### src/rtl/ggt_result_uart_tx_if.sv
// ggt_result_uart_tx_if: result RAM read port, control handshake and UART line of the result transmitter
interface ggt_result_uart_tx_if #(parameter int ADDR_W = 8);
  logic              start_i;
  logic [ADDR_W-1:0] last_addr_i;
  logic [ADDR_W-1:0] mem_addr_o;
  logic [15:0]       mem_q_i;
  logic              tx_o;
  logic              busy_o;
  logic              done_o;
  modport master (output start_i, last_addr_i, mem_q_i, input mem_addr_o, tx_o, busy_o, done_o);
  modport slave (input start_i, last_addr_i, mem_q_i, output mem_addr_o, tx_o, busy_o, done_o);
endinterface

### src/rtl/ggt_result_uart_tx.sv
// ggt_result_uart_tx: reads GCD results 0..last from RAM and sends each 16-bit word as two 8N1 bytes, high byte first
module ggt_result_uart_tx #(
  parameter int CLK_DIV = 434,
  parameter int ADDR_W  = 8,
  parameter int RD_LAT  = 2
) (
  input logic                 clk,
  input logic                 rst_i,
  ggt_result_uart_tx_if.slave bus
);
  localparam int DW = $clog2(CLK_DIV);
  localparam int CW = $clog2(RD_LAT + 3);
  typedef enum logic [2:0] {IDLE, ADDR, WAIT, LOAD, SHIFT, NEXT, DONE} state_t;
  state_t            r_state;
  logic [ADDR_W-1:0] r_addr;
  logic [ADDR_W-1:0] r_last;
  logic [15:0]       r_word;
  logic              r_hi;
  logic [3:0]        r_bit;
  logic [DW-1:0]     r_div;
  logic [CW-1:0]     r_cnt;
  logic              r_tx;
  logic              r_busy;
  logic              r_done;
  logic [7:0]        w_byte;
  logic              w_div_end;
  logic              w_next_tx;
  assign bus.mem_addr_o = r_addr;
  assign bus.tx_o       = r_tx;
  assign bus.busy_o     = r_busy;
  assign bus.done_o     = r_done;
  // current byte and the level of the frame bit that follows r_bit (data LSB first, then stop)
  always_comb begin
    w_byte    = r_hi ? r_word[15:8] : r_word[7:0];
    w_div_end = r_div == DW'(CLK_DIV - 1);
    w_next_tx = (r_bit == 4'd8) ? 1'b1 : w_byte[r_bit[2:0]];
  end
  // readout sequencer and bit serialiser; SHIFT leaves one cycle before the last stop bit ends so the
  // tx register still holds the stop level while NEXT decides, and NEXT pads the line for two more cycles
  // before stepping the address so the inter-word gap is RD_LAT+3 cycles
  always_ff @(posedge clk) begin
    if (rst_i) begin
      r_state <= IDLE;
      r_addr  <= '0;
      r_last  <= '0;
      r_word  <= '0;
      r_hi    <= 1'b0;
      r_bit   <= '0;
      r_div   <= '0;
      r_cnt   <= '0;
      r_tx    <= 1'b1;
      r_busy  <= 1'b0;
      r_done  <= 1'b0;
    end else begin
      case (r_state)
        IDLE: if (bus.start_i) begin
          r_last  <= bus.last_addr_i;
          r_addr  <= '0;
          r_busy  <= 1'b1;
          r_state <= ADDR;
        end
        ADDR: begin
          r_cnt   <= CW'(1);
          r_state <= (RD_LAT == 1) ? LOAD : WAIT;
        end
        WAIT: if (r_cnt == CW'(RD_LAT - 1)) r_state <= LOAD;
              else r_cnt <= r_cnt + 1'b1;
        LOAD: begin
          r_word  <= bus.mem_q_i;
          r_hi    <= 1'b1;
          r_bit   <= '0;
          r_div   <= '0;
          r_tx    <= 1'b0;
          r_state <= SHIFT;
        end
        SHIFT: begin
          r_div <= w_div_end ? '0 : r_div + 1'b1;
          if (r_bit == 4'd9 && !r_hi && r_div == DW'(CLK_DIV - 2)) begin
            r_cnt   <= '0;
            r_state <= NEXT;
          end else if (w_div_end) begin
            if (r_bit == 4'd9) begin
              r_hi  <= 1'b0;
              r_bit <= '0;
              r_tx  <= 1'b0;
            end else begin
              r_bit <= r_bit + 1'b1;
              r_tx  <= w_next_tx;
            end
          end
        end
        NEXT: if (r_addr == r_last) begin
          r_done  <= 1'b1;
          r_state <= DONE;
        end else if (r_cnt == CW'(2)) begin
          r_addr  <= r_addr + 1'b1;
          r_state <= ADDR;
        end else r_cnt <= r_cnt + 1'b1;
        DONE: begin
          r_done  <= 1'b0;
          r_busy  <= 1'b0;
          r_state <= IDLE;
        end
        default: r_state <= IDLE;
      endcase
    end
  end
endmodule

### src/flat_wrapper.sv
// flat-port wrapper written by rule: the top's interface ports become plain ports
module ggt_result_uart_tx_flat 
#(
  parameter int CLK_DIV = 434,
  parameter int ADDR_W  = 8,
  parameter int RD_LAT  = 2
)
  (clk, rst_i, bus_start_i, bus_last_addr_i, bus_mem_q_i, bus_mem_addr_o, bus_tx_o, bus_busy_o, bus_done_o);
  ggt_result_uart_tx_if #(.ADDR_W(ADDR_W)) bus_i ();
  input logic clk;
  input logic rst_i;
  input wire logic [$bits(bus_i.start_i)-1:0] bus_start_i;
  input wire logic [$bits(bus_i.last_addr_i)-1:0] bus_last_addr_i;
  input wire logic [$bits(bus_i.mem_q_i)-1:0] bus_mem_q_i;
  output wire logic [$bits(bus_i.mem_addr_o)-1:0] bus_mem_addr_o;
  output wire logic [$bits(bus_i.tx_o)-1:0] bus_tx_o;
  output wire logic [$bits(bus_i.busy_o)-1:0] bus_busy_o;
  output wire logic [$bits(bus_i.done_o)-1:0] bus_done_o;
  assign bus_i.start_i = bus_start_i;
  assign bus_i.last_addr_i = bus_last_addr_i;
  assign bus_i.mem_q_i = bus_mem_q_i;
  assign bus_mem_addr_o = bus_i.mem_addr_o;
  assign bus_tx_o = bus_i.tx_o;
  assign bus_busy_o = bus_i.busy_o;
  assign bus_done_o = bus_i.done_o;
  ggt_result_uart_tx #(.CLK_DIV(CLK_DIV), .ADDR_W(ADDR_W), .RD_LAT(RD_LAT)) u_core (.clk(clk), .rst_i(rst_i), .bus(bus_i));
endmodule
### config.mk
export PLATFORM = sky130hd
export DESIGN_NAME = ggt_result_uart_tx_flat
export DESIGN_NICKNAME = d
export VERILOG_FILES = /design/src/rtl/ggt_result_uart_tx_if.sv /design/src/rtl/ggt_result_uart_tx.sv /design/src/flat_wrapper.sv
export SDC_FILE = /design/constraint.sdc
export NUM_CORES = 1
export LEC_CHECK = 0
export ABC_CLOCK_PERIOD_IN_PS = 1800
export BUFFER_PORTS_ARGS = -buffer_cell sky130_fd_sc_hd__clkbuf_2
export CAP_MARGIN = 20
export CORE_MARGIN = 1.5
export CORE_UTILIZATION = 32
export DETAILED_ROUTE_END_ITERATION = 12
export PLACE_DENSITY_LB_ADDON = 0.3
export SLEW_MARGIN = 25
export SYNTH_ARGS = -nofsm -noshare
export SYNTH_HDL_FRONTEND = slang
export SYNTH_SLANG_ARGS = --single-unit
export TNS_END_PERCENT = 50
### constraint.sdc
create_clock -name clk -period 1.8 [get_ports clk]
set_input_delay 0.18 -clock clk [delete_from_list [all_inputs] [get_ports clk]]
set_output_delay 0.18 -clock clk [all_outputs]
set_load 0.01 [all_outputs]
==> impl_metrics.ini, run 1 <==
[run]
cap_violations = 0

[layout]
drive_gt1_share_pct = 25.9
regArea_um2 = 1110
layout_commonest_cell = nand2_1
layoutNonFillerInstCount = 517
final_cell_mix = nand2_1 (69), dfxtp_1 (52), a21oi_1 (47)
finalInstanceArea_um2 = 3520
final_nets = 445
diodes = 0
areaGrowthSynthToFinish_pct = 23.3
nFillCells = 891
multiInputGateArea_um2 = 1660

[global_route]
grt_pass1_wl_um = 11700
grt_max_degree = 23
grt_pass1_vias = 2582
antenna_found_initial = 0
track_usage_pct = 14.5
gr-total-overflow = 0

[logic_synthesis]
yosys_most_used_dff = dfxtp_1
ys_async_sr_fraction_pct = 0
syn-cell-area_um2 = 2860
syn_avg_cell_area_um2 = 8.20
synth_nets = 385
ys_seq_area_share_pct = 38.6
synth_edf_count = 0
synth-warning-count = 0
netlist_instances = 348
synth_cell_types = 55
ys_seq_elements = 55

[detailed_routing]
dr.pass1.iters = 4
routed_wirelength_um = 6780
routed-via-count = 2682
avgRoutedWirePerCell_um = 13.1
drc_errors = 0
viasPerCell = 5.19
postRouteAntennaNets = 0
drtIter0Drc = 109

[clock_tree]
root_buffer = clkbuf_8
cts_hold_buf = 0
clockBufferDepth = 2
htree_levels = 2
cts_inserted_buffers = 5
clkTransAtPathRegs_ps = 110
cts_tree = done
clk-insertion-delay-late_ps = 310
clock_sinks = 55

[floorplan]
initial_utilization_pct = 32.9
core_area_um2 = 8680
rows = 34
die_h_um = 97.5
die_w_um = 97.5
ioPinCount = 38
dieArea_um2 = 9500

[sta]
rsz0062_at_grt = true
tns_ps = 0
min_period_ps = 1750
setup_slack_ps = 46.8
fin_crit_sh_pct = 97.4
skew_ps = 9.40
worst_slew_pin_slew_ps = 463
drv_slew = 0
max_freq_mhz = 570
slew_headroom_pct = 69.0
setup_viol_count_final = 0
hold_viol_final = 0

[placed_design]
placed_area_um2 = 3340
gp_congestion = 0.854
dp.cells = 507
place_hpwl_um = 5020
pre_cts_slack_ps = -10.4
port_buffers = 37

[power]
leakage_uw = 0.00140
power_uw = 2940
p_per_area_nw_per_um2 = 834
peakVddDrop_uv = 395

[worst_hold_path]
hp-class = in -> reg
holdCritStartpoint = bus_mem_q_i[3]
hold_depth = 3
hold_end = u_core.r_word[3]

[setup_path]
r2r-start = u_core.r_state[0]
crit-reg2reg-capture = u_core.bus.mem_addr_o[0]
cp-start-kind = flop
reg2reg_depth = 5
r2r_slack_ps = 50
critPathMaxFanout = 8
worst-setup-path-type = reg -> reg
crit_arrival_ps = 2000
worstPathRequired_ps = 2040
end_kind = flop

[status]
status = complete, no violations
==> critical path, stage by stage (launching register included) <==
cell and delay [ps]:
dfxtp_4 360, or3b_4 430, a21oi_4 280, inv_2 70, or4_1 410, a21oi_1 130
==> stage by stage <==
stage          hold WS [ps]  utilization, %
6_report               72.8            40.6
5_1_grt                78.5            40.6
4_1_cts                64.8            40.0
3_5_place_dp            410            38.5
3_3_place_gp            403            38.5
2_1_floorplan           316               -
==> synthesized netlist by cell type (5+ instances only) <==
| library cell | n | area share [%] |
|---|---|---|
| a21oi_1 | 48 | 8.4 |
| a311oi_1 | 8 | 2.5 |
| and3_1 | 6 | 1.3 |
| clkbuf_1 | 10 | 1.3 |
| dfxtp_1 | 55 | 39 |
| ha_1 | 10 | 4.4 |
| inv_1 | 9 | 1.2 |
| nand2_1 | 69 | 9.1 |
| nand2b_1 | 5 | 1.1 |
| nand3_1 | 13 | 2.3 |
| nand4_1 | 6 | 1.3 |
| nor2_1 | 15 | 2.0 |
| o21ai_0 | 10 | 1.8 |
| or3_1 | 7 | 1.5 |
| xor2_1 | 8 | 2.5 |
==> registers in the layout, summed over array words and instances, names as in the netlist <==
signal and cells:
u_core.bus.tx_o 1, u_core.bus.mem_addr_o 8, u_core.r_cnt 3, u_core.r_div 9, u_core.r_hi 1, u_core.bus.done_o 1
u_core.bus.busy_o 1, u_core.r_word 16, u_core.r_bit 4, u_core.r_last 8, u_core.r_state 3
==> logic make-up after synthesis <==
logic type               synth area share (%)
AO/OA/AOI/OAI                            20.2
XOR/XNOR                                 2.45
adder cells (fa/ha/maj)                  4.38
buffers and inverters                    4.73
flip-flops                               38.6
multiplexers                             3.68
AND/OR/NAND/NOR                          26.0
==> report_power, final <==
part | internal [µW] | switching (µW) | leakage [µW]
Clock | 459 | 431 | 0.0000618
Combinational | 294 | 382 | 0.000888
Sequential | 1300 | 66.5 | 0.000447
Total | 2060 | 880 | 0.00140
==> how the worst max path moves through the flow <==
stage | start | to | slack (ps) | depth (start not counted)
finish | u_core.r_state[0] | u_core.bus.mem_addr_o[0] | 50 | 5
floorplan | u_core.r_bit[1] | u_core.r_cnt[1] | 110 | 7
global placement | u_core.r_div[4] | u_core.r_bit[1] | -20 | 5
CTS | u_core.r_state[0] | u_core.bus.mem_addr_o[0] | 20 | 5
detailed placement | u_core.r_div[4] | u_core.r_bit[1] | -10 | 5
global route | u_core.r_bit[1] | u_core.r_cnt[0] | -50 | 7
==> layout make-up <==
class | instances | area share (%)
Multi-Input combinational cell | 264 | 47.0
Clock inverter | 2 | 1.10
Tap cell | 108 | 3.84
Clock buffer | 6 | 2.35
Inverter | 10 | 1.07
Sequential cell | 55 | 31.5
Timing Repair Buffer | 72 | 13.1
==> what timing repair did <==
item	CTS	global route
buffers inserted	0	2
endpoints found under the setup margin	3	19
gates resized for setup	3	12
hold endpoints to repair	0	0
pin swaps	0	10
==> routing by layer <==
layer  part of all wire, %  GRT usage (%)  vias to the layer above
met5                     0              0                        -
met4                  0.71           3.41                        0
met3                   2.6           2.37                        6
met2                    49           25.1                       38
met1                    48           18.8                     1274
li1                      -              -                     1364
No activity file was read; power rests on OpenSTA's default activity.
==> run 2, diff against run 1 <==
--- a/config.mk
+++ b/config.mk
@@ -9,7 +9,7 @@
 export BUFFER_PORTS_ARGS = -buffer_cell sky130_fd_sc_hd__clkbuf_2
 export CAP_MARGIN = 20
 export CORE_MARGIN = 1.5
-export CORE_UTILIZATION = 32
+export CORE_UTILIZATION = 57
 export DETAILED_ROUTE_END_ITERATION = 12
 export PLACE_DENSITY_LB_ADDON = 0.3
 export SLEW_MARGIN = 25
==> impl_metrics.ini, run 2 (same netlist as run 1, synthesis figures left out) <==
[status]
status = complete, no violations

[setup_path]
crit-reg2reg-capture = u_core.bus.mem_addr_o[5]
worst-setup-path-type = reg -> reg
cp-start-kind = flop
cp_slowest_cell = or3b_4
r2r-start = u_core.r_state[2]
r2r_slack_ps = 20
critPathMaxFanout = 8
cpPeakStageDelay_ps = 430
worstPathRequired_ps = 2060
reg2reg_depth = 5
end_kind = flop
path_cells = or3b_4 > a21oi_4 > nand4_1 > or3_4 > a21oi_2
crit_arrival_ps = 2040

[worst_hold_path]
hp-class = in -> reg
hold_end = u_core.r_last[5]
holdCritStartpoint = bus_last_addr_i[5]
hold_depth = 3

[power]
p_per_area_nw_per_um2 = 803
leakage_uw = 0.00139
peakVddDrop_uv = 582

[sta]
setup_slack_ps = 16.6
setup_viol_count_final = 0
holdWs_ps = 72.8
fin_crit_sh_pct = 99.1
min_period_ps = 1780
drv_slew = 0
skew_ps = 16.7
slew_headroom_pct = 77.9
max_freq_mhz = 561
rsz0062_at_grt = true
worst_slew_pin_slew_ps = 329
hold_viol_final = 0

[clock_tree]
root_buffer = clkbuf_8
clk-insertion-delay-late_ps = 310
clkTransAtPathRegs_ps = 110
cts_tree = done
htree_levels = 2
clock_sinks = 55
clockBufferDepth = 2
cts_inserted_buffers = 5

[detailed_routing]
drtIter0Drc = 180
routed_wirelength_um = 6740
routed-via-count = 2694
postRouteAntennaNets = 0
drc_errors = 0
dr.pass1.iters = 4
avgRoutedWirePerCell_um = 14.1
viasPerCell = 5.62

[floorplan]
ioPinCount = 38
initial_utilization_pct = 59.7
die_w_um = 73.8
die_h_um = 73.8
core_area_um2 = 4790
dieArea_um2 = 5440
rows = 25

[global_route]
track_usage_pct = 25.1
grt-busiest-layer = met2
gr-total-overflow = 0
use_met3_pct = 4.12
grtUsageMet1_pct = 31.7
grt_pass1_vias = 2432
met2_usage_pct = 44.2
grt_max_degree = 21
antenna_found_initial = 0
grt_pass1_wl_um = 10800

[layout]
multiInputGateArea_um2 = 1690
nFillCells = 378
final_cell_mix = nand2_1 (69), dfxtp_1 (49), a21oi_1 (47)
largest_register = u_core.r_word
reg_top3 = u_core.r_word: 16 flops, u_core.r_div: 9 flops
largest_reg_flops = 16
regArea_um2 = 1110
drive_gt1_share_pct = 29.1
diodes = 0
final_core_utilization_pct = 72.8
final_nets = 448
layout_commonest_cell = nand2_1
areaGrowthSynthToFinish_pct = 22.1

[placed_design]
pre_cts_slack_ps = -23.8
place_hpwl_um = 4760
gp_congestion = 0.930
port_buffers = 37

[run]
cap_violations = 0
-- run 2: changes by cell type in the layout (fill, tap and decap cells not counted), moves of 2 or more --
cell      before  now
buf_4         34   37
clkinv_4       0    2
dfxtp_1       52   49
dfxtp_2        1    4
xor2_1         8    5
xor2_2         0    3
-- run 2: per-stage QoR --
stage	instance area, µm²	total power [µW]	instances	setup TNS, ps
after floorplan	2860	1820	348	0
after global placement	3270	2040	465	0
after detailed placement	3270	2050	465	-40.6
after CTS	3370	2750	473	0
after global routing	3490	2960	479	-284
final	3490	2800	479	0
-- run 2: where the power goes --
part           switching (µW)  internal [µW]
clock                     423            279
combinational             402            319
sequential               73.0           1300
-- run 2: worst max-delay path: cells and delay by family (launching register included) --
family	cells	cell delay, ps
and+or+nand+nor	3	970
AOI/OAI and AO/OA	2	390
DFF	1	380
-- run 2: worst max path at each step --
stage,endpoint,cells after the start,from
after floorplan,u_core.r_cnt[1],7,u_core.r_bit[1]
after global placement,u_core.r_cnt[1],7,u_core.r_cnt[0]
after detailed placement,u_core.r_bit[2],6,u_core.r_state[2]
after CTS,u_core.bus.mem_addr_o[4],5,u_core.r_state[0]
after global routing,u_core.bus.mem_addr_o[0],5,u_core.r_state[2]
final,u_core.bus.mem_addr_o[5],5,u_core.r_state[2]
-- run 2: area by class of cell --
| type | count | area share [%] |
|---|---|---|
| Clock buffer | 5 | 1.97 |
| Clock inverter | 3 | 0.718 |
| Inverter | 10 | 1.08 |
| Multi-Input combinational cell | 264 | 48.5 |
| Sequential cell | 55 | 31.9 |
| Tap cell | 67 | 2.40 |
| Timing Repair Buffer | 75 | 13.4 |
-- run 2: what timing repair did --
item / 4_1_cts / 5_1_grt
endpoints found under the setup margin: 6 / 17
setup buffers: 0 / 6
hold buffers: 0 / 0
pin swaps: 0 / 8
resized for setup: 4 / 22
-- run 2: layer usage --
layer | part of all wire, % | wire length, µm | vias up
li1 | - | - | 1360
met1 | 44 | 2940 | 1265
met2 | 52 | 3480 | 63
met3 | 4.0 | 269 | 6
met4 | 0.77 | 52 | 0
met5 | 0 | 0 | -
